==> config.mk <==
export PLATFORM = sky130hd
export DESIGN_NAME = regfile_wr_sched
export DESIGN_NICKNAME = d
export VERILOG_FILES = /design/src/rtl/regfile_wr_sched.sv
export SDC_FILE = /design/constraint.sdc
export NUM_CORES = 1
export LEC_CHECK = 0
export CORE_MARGIN = 3
export CORE_UTILIZATION = 40
export CTS_BUF_LIST = sky130_fd_sc_hd__clkbuf_8 sky130_fd_sc_hd__clkbuf_16
export DETAILED_ROUTE_END_ITERATION = 10
export PLACE_DENSITY = 0.71
export SYNTH_ARGS = -nofsm -noshare
export SYNTH_HDL_FRONTEND = slang
export SYNTH_SLANG_ARGS = --single-unit
export TNS_END_PERCENT = 10
==> constraint.sdc <==
create_clock -name clk -period 5.31 [get_ports clk]
set_input_delay 0.531 -clock clk [delete_from_list [all_inputs] [get_ports clk]]
set_output_delay 0.531 -clock clk [all_outputs]
set_load 0.02 [all_outputs]
==> src/rtl/regfile_wr_sched.sv <==
// Write-port scheduler for the 8x16 register file: round-robin arbitration of the
// ALU and load writeback ports plus a per-register pending-write scoreboard.

module regfile_wr_sched_cnt (
    input  logic       clk,
    input  logic       rst_n,
    input  logic       inc,
    input  logic       dec,
    output logic [1:0] cnt,
    output logic       err
);
    logic [1:0] cnt_q, cnt_d;

    always_comb begin
        cnt_d = cnt_q;
        err   = 1'b0;
        if (inc && !dec) begin
            if (cnt_q != 2'd3) cnt_d = cnt_q + 2'd1;
        end else if (dec && !inc) begin
            if (cnt_q == 2'd0) err = 1'b1;
            else               cnt_d = cnt_q - 2'd1;
        end
    end

    always_ff @(posedge clk or negedge rst_n) begin
        if (!rst_n) cnt_q <= 2'd0;
        else        cnt_q <= cnt_d;
    end

    assign cnt = cnt_q;
endmodule

module regfile_wr_sched #(
    parameter int AW   = 3,
    parameter int DW   = 16,
    parameter int NREG = 8
) (
    input  logic            clk,
    input  logic            rst_n,
    input  logic            a_valid,
    input  logic [AW-1:0]   a_addr,
    input  logic [DW-1:0]   a_data,
    output logic            a_ready,
    input  logic            b_valid,
    input  logic [AW-1:0]   b_addr,
    input  logic [DW-1:0]   b_data,
    output logic            b_ready,
    input  logic            rsv_valid,
    input  logic [AW-1:0]   rsv_addr,
    output logic            rsv_ready,
    output logic            wr_en,
    output logic [AW-1:0]   wr_addr,
    output logic [DW-1:0]   wr_data,
    output logic [NREG-1:0] busy,
    output logic            sb_err
);
    typedef enum logic {PORT_A = 1'b0, PORT_B = 1'b1} port_e;

    typedef struct packed {
        logic [AW-1:0] addr;
        logic [DW-1:0] data;
    } wr_req_t;

    port_e               last_q, last_d;
    logic                wr_en_q, wr_en_d;
    logic [AW-1:0]       wr_addr_q, wr_addr_d;
    logic [DW-1:0]       wr_data_q, wr_data_d;
    logic                sb_err_q, sb_err_d;
    wr_req_t             win;
    logic                xfer, commit, rsv_fire;
    logic [NREG-1:0][1:0] cnt;
    logic [NREG-1:0]     err_vec;

    // Loser of the previous grant wins a tie.
    always_comb begin
        a_ready   = a_valid && (!b_valid || last_q == PORT_B);
        b_ready   = b_valid && (!a_valid || last_q == PORT_A);
        xfer      = a_ready || b_ready;
        win       = a_ready ? wr_req_t'{a_addr, a_data} : wr_req_t'{b_addr, b_data};
        commit    = xfer && (win.addr != '0);
        rsv_ready = (cnt[rsv_addr] != 2'd3);
        rsv_fire  = rsv_valid && rsv_ready && (rsv_addr != '0);
    end

    always_comb begin
        last_d    = last_q;
        wr_en_d   = 1'b0;
        wr_addr_d = wr_addr_q;
        wr_data_d = wr_data_q;
        sb_err_d  = sb_err_q || (|err_vec);
        if (a_ready)      last_d = PORT_A;
        else if (b_ready) last_d = PORT_B;
        // r0 writes complete the handshake but never reach the register file.
        if (xfer) begin
            wr_en_d   = commit;
            wr_addr_d = win.addr;
            wr_data_d = win.data;
        end
    end

    genvar g;
    generate
        for (g = 0; g < NREG; g++) begin : g_reg
            regfile_wr_sched_cnt u_cnt (
                .clk   (clk),
                .rst_n (rst_n),
                .inc   (rsv_fire && rsv_addr == AW'(g)),
                .dec   (commit && win.addr == AW'(g)),
                .cnt   (cnt[g]),
                .err   (err_vec[g])
            );
            assign busy[g] = (cnt[g] != 2'd0);
        end
    endgenerate

    always_ff @(posedge clk or negedge rst_n) begin
        if (!rst_n) begin
            last_q    <= PORT_B;
            wr_en_q   <= 1'b0;
            wr_addr_q <= '0;
            wr_data_q <= '0;
            sb_err_q  <= 1'b0;
        end else begin
            last_q    <= last_d;
            wr_en_q   <= wr_en_d;
            wr_addr_q <= wr_addr_d;
            wr_data_q <= wr_data_d;
            sb_err_q  <= sb_err_d;
        end
    end

    assign wr_en   = wr_en_q;
    assign wr_addr = wr_addr_q;
    assign wr_data = wr_data_q;
    assign sb_err  = sb_err_q;
endmodule

==> metrics, run 1 <==
WHS roughly 0.34 ns; clock latency on the worst-skew pair 0.30 ns; Max Buffers Root-to-Sink 2; P&R area growth vs syn 41.0%; minimum clock period 3.16 ns; total track usage 0.182; detailed-route wire length per cell 14.6 um; Max Cap Viol 0; Max IR drop VDD 163 uV; largest net degree at the start of global routing 39; Worst setup SP type input port; wire length on met3 between 600 and 700 um; worst slack, placed 2.09 ns; DR WL met2 2.42 mm; hold crit path type in2async; library cells used by synthesis 50; die area 0.00671 sq mm; Final Instance Area 0.00325 sq mm; Fillers 499; top sig layer met4; die height 81.9 um; area of the multi-input gates 0.00123 sq mm; slowest stage cell, crit path clkdlybuf4s50_1; DP HPWL 4.20 mm; synthesized flop and latch total 38; Register Area 952 sq um; H-Tree Depth 2; Final TNS setup 0 ns; Post-Syn Instances 242; Worst setup EP type output port; Initial DRC Count 75; Arr. time, crit path 2.63 ns; clk sinks 38; dpl cells 381; post-route clock period utilization 0.596; DRC 0; Syn Nets between 200 and 300; Die X 81.9 um; top-count cell post-synth dfrtp_1; Pins Over Slew Limit 0; global-route wire length before repair 9.43 mm; Fmax 316 MHz; DR vias 2,036; Synthesis Warnings 0; final setup vio count 0; post-CTS setup buffer count 0; Pint ~0.75 mW; outcome completed; Final Non-Filler Cells about 390; P_sw between 0.3 and 0.4 mW; Synth area leaders dfrtp_1, mux2i_1, nor2_1, a21oi_1, a32oi_4; fraction of registers with async set/reset 1.00; M1 wire length 2.56 mm; Port Buffers 77; CTS Root Cell clkbuf_8; P_leak 1.38 nW; Final Worst Setup Slack ~2.1 ns; layout cells sized above 1 0.0883; post-synthesis sequential area ratio 0.413; Comb power frac 0.356; CTS tree built; PostCTS Resize Cnt 0; crit-path cells clkdlybuf4s50_1 > a21boi_2 > clkdlybuf4s50_1; initial antenna violation count 0; Switching Share 0.324; largest stage delay on the critical path 0.76 ns; Top FF cell, synth dfrtp_1; CORE AREA 0.00554 sq mm; Synth Cell Area 0.00231 sq mm; Post-synth EDFFs 0; Clock Skews 0.00428 ns; Critical Path RT around 4.8 ns; grt total ovfl 0; Worst Tran Pin Value roughly 0.86 ns; unrepaired setup endpoints after global routing false; antenna viol nets, final 0; Via density 5.23; Avg Inst Size Synth 9.53 sq um; Seq pwr share 0.365; critical path type in2out; Max Fanout on Critical Path 10; Hold Violations, Final 0; Initial Util 0.416; Clock Pin Slew Worst Setup and Hold Paths 0.08 ns; nets@finish about 360; synth cell count leaders dfrtp_1, nor2_1, a21oi_1; Total Routed Length 5.66 mm; Crit path top cell by count clkdlybuf4s50_1; CTS Hold Buffers Added 0; Site Rows 27; Post-DP Area 0.00311 sq mm; pwr/cell area 343 mW/mm^2; area share of the largest cell type after synthesis 0.402; Pre-antenna DRT Iters 4; Clock Power Share 0.279; io pins 78; Final GP Congestion approximately 0.80; ANT cells 0; vias in the first global route between 2,000 and 2,500; max_slew headroom 0.429; cts bufs inserted 5; cell taking the most area after synthesis dfrtp_1
==> routing by layer <==
| layer | up-vias | track usage |
|---|---|---|
| met5 | - | 0 |
| met4 | 0 | 0.0498 |
| met3 | 7 | 0.0932 |
| met2 | 71 | 0.278 |
| met1 | 936 | 0.225 |
| li1 | 1022 | - |
==> through the flow <==
| step | total power [mW] | util |
|---|---|---|
| 2_1_floorplan | 0.634 | - |
| 3_3_place_gp | 0.806 | 0.561 |
| 3_5_place_dp | 0.811 | 0.561 |
| 4_1_cts | 1.12 | 0.587 |
| 5_1_grt | 1.18 | 0.587 |
| 6_report | 1.11 | 0.587 |
==> cell usage in the layout (no fill, tap or decap), types with 4 or more instances in the layout <==
master and instances:
clkdlybuf4s50_1 76, dfrtp_1 37, nor2_1 36, a21oi_1 21
mux2i_1 18, nand2_1 14, inv_1 12, clkbuf_8 6
nand3_1 5, a31oi_1 5, nor2b_1 5, o22a_1 5
xor2_1 5, nor3_1 4, a21boi_1 4, a31o_1 4
==> power groups by stage <==
stage | clock network (mW) | logic [mW] | registers [mW]
2_1_floorplan | 0 | 0.207 | 0.427
3_3_place_gp | 0 | 0.397 | 0.409
3_5_place_dp | 0 | 0.400 | 0.411
4_1_cts | 0.317 | 0.401 | 0.407
5_1_grt | 0.330 | 0.435 | 0.420
6_report | 0.311 | 0.397 | 0.407
==> final cells by class <==
cell class / instances / share of cell area
flip-flops and latches: 38 / 0.293
inverters: 13 / 0.0158
repair buffers: 79 / 0.240
clock inverters: 2 / 0.0185
well taps: 72 / 0.0277
multi-input cells: 179 / 0.380
clock buffers: 6 / 0.0254
==> path summary, 6_finish.rpt <==
| kind | slack, ns | startpoint | endpoint | cells past startpoint |
|---|---|---|---|---|
| worst max-delay path | 2.15 | a_valid | b_ready | 3 |
| worst min-delay path | 0.34 | rst_n | g_reg[6].u_cnt.cnt[0]$_DFFE_PN0P_ | 1 |
| worst max register to register | 3.07 | last_q$_DFFE_PN1N_ | g_reg[7].u_cnt.cnt[0]$_DFFE_PN0P_ | 6 |
| worst min register to register | 0.38 | g_reg[0].u_cnt.cnt[1]$_DFFE_PN0P_ | g_reg[0].u_cnt.cnt[1]$_DFFE_PN0P_ | 0 |
| max in group asynchronous | 4.43 | rst_n | g_reg[7].u_cnt.cnt[1]$_DFFE_PN0P_ | 1 |
| min in group clk | 0.38 | g_reg[0].u_cnt.cnt[1]$_DFFE_PN0P_ | g_reg[0].u_cnt.cnt[1]$_DFFE_PN0P_ | 0 |
==> kinds of logic (layout without fill, tap and decap cells) <==
kind of cell    after synthesis  after routing  synth area share
compound gates               73             73             0.253
xor+xnor                      7              7            0.0266
fa+ha+maj                     1              1           0.00543
buf+inv                      25            100            0.0515
flops                        38             38             0.413
mux                          19             19            0.0879
simple gates                 79             79             0.163
==> state kept, by name, summed over array words and instances (netlist names) <==
register / flops
g.u_cnt.cnt: 16
last_q: 1
sb_err: 1
wr_addr: 3
wr_data: 16
wr_en: 1
==> critical path: cells and delay by family <==
family | cells | cell delay, ns
AOI/OAI and AO/OA | 1 | 0.67
buffers and inverters | 2 | 1.42
No activity file was read; power rests on OpenSTA's default activity.
==> inputs of run 2 (changes only) <==
==> constraint.sdc (replaced) <==
create_clock -name clk -period 3 [get_ports clk]
set_input_delay 0.3 -clock clk [delete_from_list [all_inputs] [get_ports clk]]
set_output_delay 0.3 -clock clk [all_outputs]
set_load 0.02 [all_outputs]
==> metrics, run 2 (same netlist as run 1, synthesis figures left out) <==
WHS 0.124 ns (-0.214 ns); max_slew headroom 0.414 (-0.0150); Max IR drop VDD 334 uV (+110%); Clock Pin Slew Worst Setup and Hold Paths 0.07 ns (about the same); Comb power frac 0.379 (+0.023); Switching Share 0.340 (+0.0161); post-CTS setup buffer count 0 (unchanged); Via density 5.29 (+1.1%); CORE AREA 0.00554 sq mm (unchanged); commonest non-fill, non-tap cell in the layout clkdlybuf4s50_1; CTS Root Cell clkbuf_8; cts bufs inserted 5 (unchanged); Total Routed Length 5.79 mm (+2.3%); Final Instance Area 0.00323 sq mm (-0.81%); Final Worst Setup Slack 0.434 ns (-1.71 ns); critical path type in2out; Max Buffers Root-to-Sink 2 (unchanged); Final Non-Filler Cells 390 (+0.26%); Initial DRC Count 88 (+17%); DP HPWL 4.39 mm (+4.7%); layout cells sized above 1 0.0912 (+0.00287); Reg2Reg Setup Slack 0.98 ns (-2.09 ns); outcome completed; Worst Tran Pin Value 0.880 ns (+0.0225 ns); Final TNS setup 0 ns (unchanged); worst slack, placed 0.438 ns (-1.65 ns); Fmax 390 MHz; final setup vio count 0 (unchanged); CTS tree built; Site Rows 27 (unchanged); CTS Hold Buffers Added 0 (unchanged); Worst setup EP type output port; Pins Over Slew Limit 0 (unchanged); total track usage 0.189 (+0.00710); P_leak 1.37 nW (-0.63%); Final Power 1.85 mW (+66%); Initial Util 0.416 (unchanged); minimum clock period 2.57 ns; dpl cells 382 (+0.26%); detailed-route wire length per cell 14.9 um (+2.1%); Seq pwr share 0.390 (+0.025); Hold Violations, Final 0 (unchanged); Port Buffers 77 (unchanged); P_sw 0.631 mW (+75%); grt total ovfl 0 (unchanged); Max Cap Viol 0 (unchanged); antenna viol nets, final 0 (unchanged); clock latency on the worst-skew pair 0.29 ns (about the same); clk sinks 38 (unchanged); global-route wire length before repair 9.73 mm (+3.1%); Max Fanout on Critical Path 13 (+3); ANT cells 0 (unchanged); Critical Path RT 2.70 ns (-2.08 ns); Final GP Congestion 0.756 (-5.1%); Core Util, Final 0.582 (-0.00474); post-route clock period utilization 0.855; DR vias 2,064 (+1.4%); Fillers 515 (+3.2%); Post-DP Area 0.00312 sq mm (+0.24%); DRC 0 (unchanged); Die X 81.9 um (unchanged); H-Tree Depth 2 (unchanged); Pint 1.22 mW (+62%); unrepaired setup endpoints after global routing false; Pre-antenna DRT Iters 4 (unchanged); initial antenna violation count 0 (unchanged); PostCTS Resize Cnt 0 (unchanged); die area 0.00671 sq mm (unchanged); io pins 78 (unchanged); Arr. time, crit path 2.27 ns (-0.36 ns); P&R area growth vs syn 39.9%; pwr/cell area 575 mW/mm^2 (+68%); commonest cells after routing, fill and taps aside clkdlybuf4s50_1, dfrtp_1, nor2_1; Clock Power Share 0.231 (-0.048); worst reg2reg path endpoint g_reg[5].u_cnt.cnt[0]$_DFFE_PN0P_; worst r2r src last_q$_DFFE_PN1N_; die height 81.9 um (unchanged); Worst setup SP type input port; nets@finish 364 (+0.28%); largest net degree at the start of global routing 39 (unchanged); hold crit path type in2async; worst r2r path cells 5 (-1); Clock Skews 0.00757 ns (+0.00329 ns); vias in the first global route 2,064 (+1.5%)
==> run 2: changes by cell type in the layout (fill, tap and decap cells not counted), sizes merged <==
cell,change
clkinv,+2
buf,+1
clkbuf,-1
bufinv,-1
==> run 2: per-layer routing <==
metal / GRT usage / vias up / share of wire
li1: - / 1022 / -
met1: 0.216 / 958 / 0.43
met2: 0.310 / 77 / 0.45
met3: 0.0976 / 7 / 0.11
met4: 0.0515 / 0 / 0.011
met5: 0 / - / 0
==> run 2: how the worst max path moves through the flow <==
stage	start	end	slack (ns)	depth (start not counted)
floorplan	last_q$_DFFE_PN1N_	g_reg[4].u_cnt.cnt[1]$_DFFE_PN0P_	1.26	5
global placement	rsv_addr[1]	rsv_ready	0.48	4
detailed placement	rsv_addr[1]	rsv_ready	0.44	4
CTS	rsv_addr[1]	rsv_ready	0.43	4
global route	rsv_addr[1]	rsv_ready	0.33	5
finish	rsv_addr[1]	rsv_ready	0.43	4
==> run 2: power groups by stage <==
| stage | Combinational [mW] | Sequential [mW] | Clock [mW] |
|---|---|---|---|
| finish | 0.703 | 0.723 | 0.429 |
| global route | 0.771 | 0.741 | 0.467 |
| CTS | 0.712 | 0.722 | 0.444 |
| detailed placement | 0.710 | 0.731 | 0 |
| global placement | 0.699 | 0.730 | 0 |
| floorplan | 0.366 | 0.756 | 0 |
==> run 2: final cells by class <==
class	instances	area, sq um	share of cell area
Multi-Input combinational cell	179	1230	0.383
Sequential cell	38	952	0.295
Timing Repair Buffer	80	788	0.244
Tap cell	72	90.1	0.0279
Clock buffer	5	68.8	0.0213
Inverter	13	51.3	0.0159
Clock inverter	3	40.0	0.0124
==> run 2: critical path: stages <==
cell	delay, ns
clkdlybuf4s50_1	0.61
o31a_1	0.37
mux4_2	0.44
clkdlybuf4s50_1	0.55
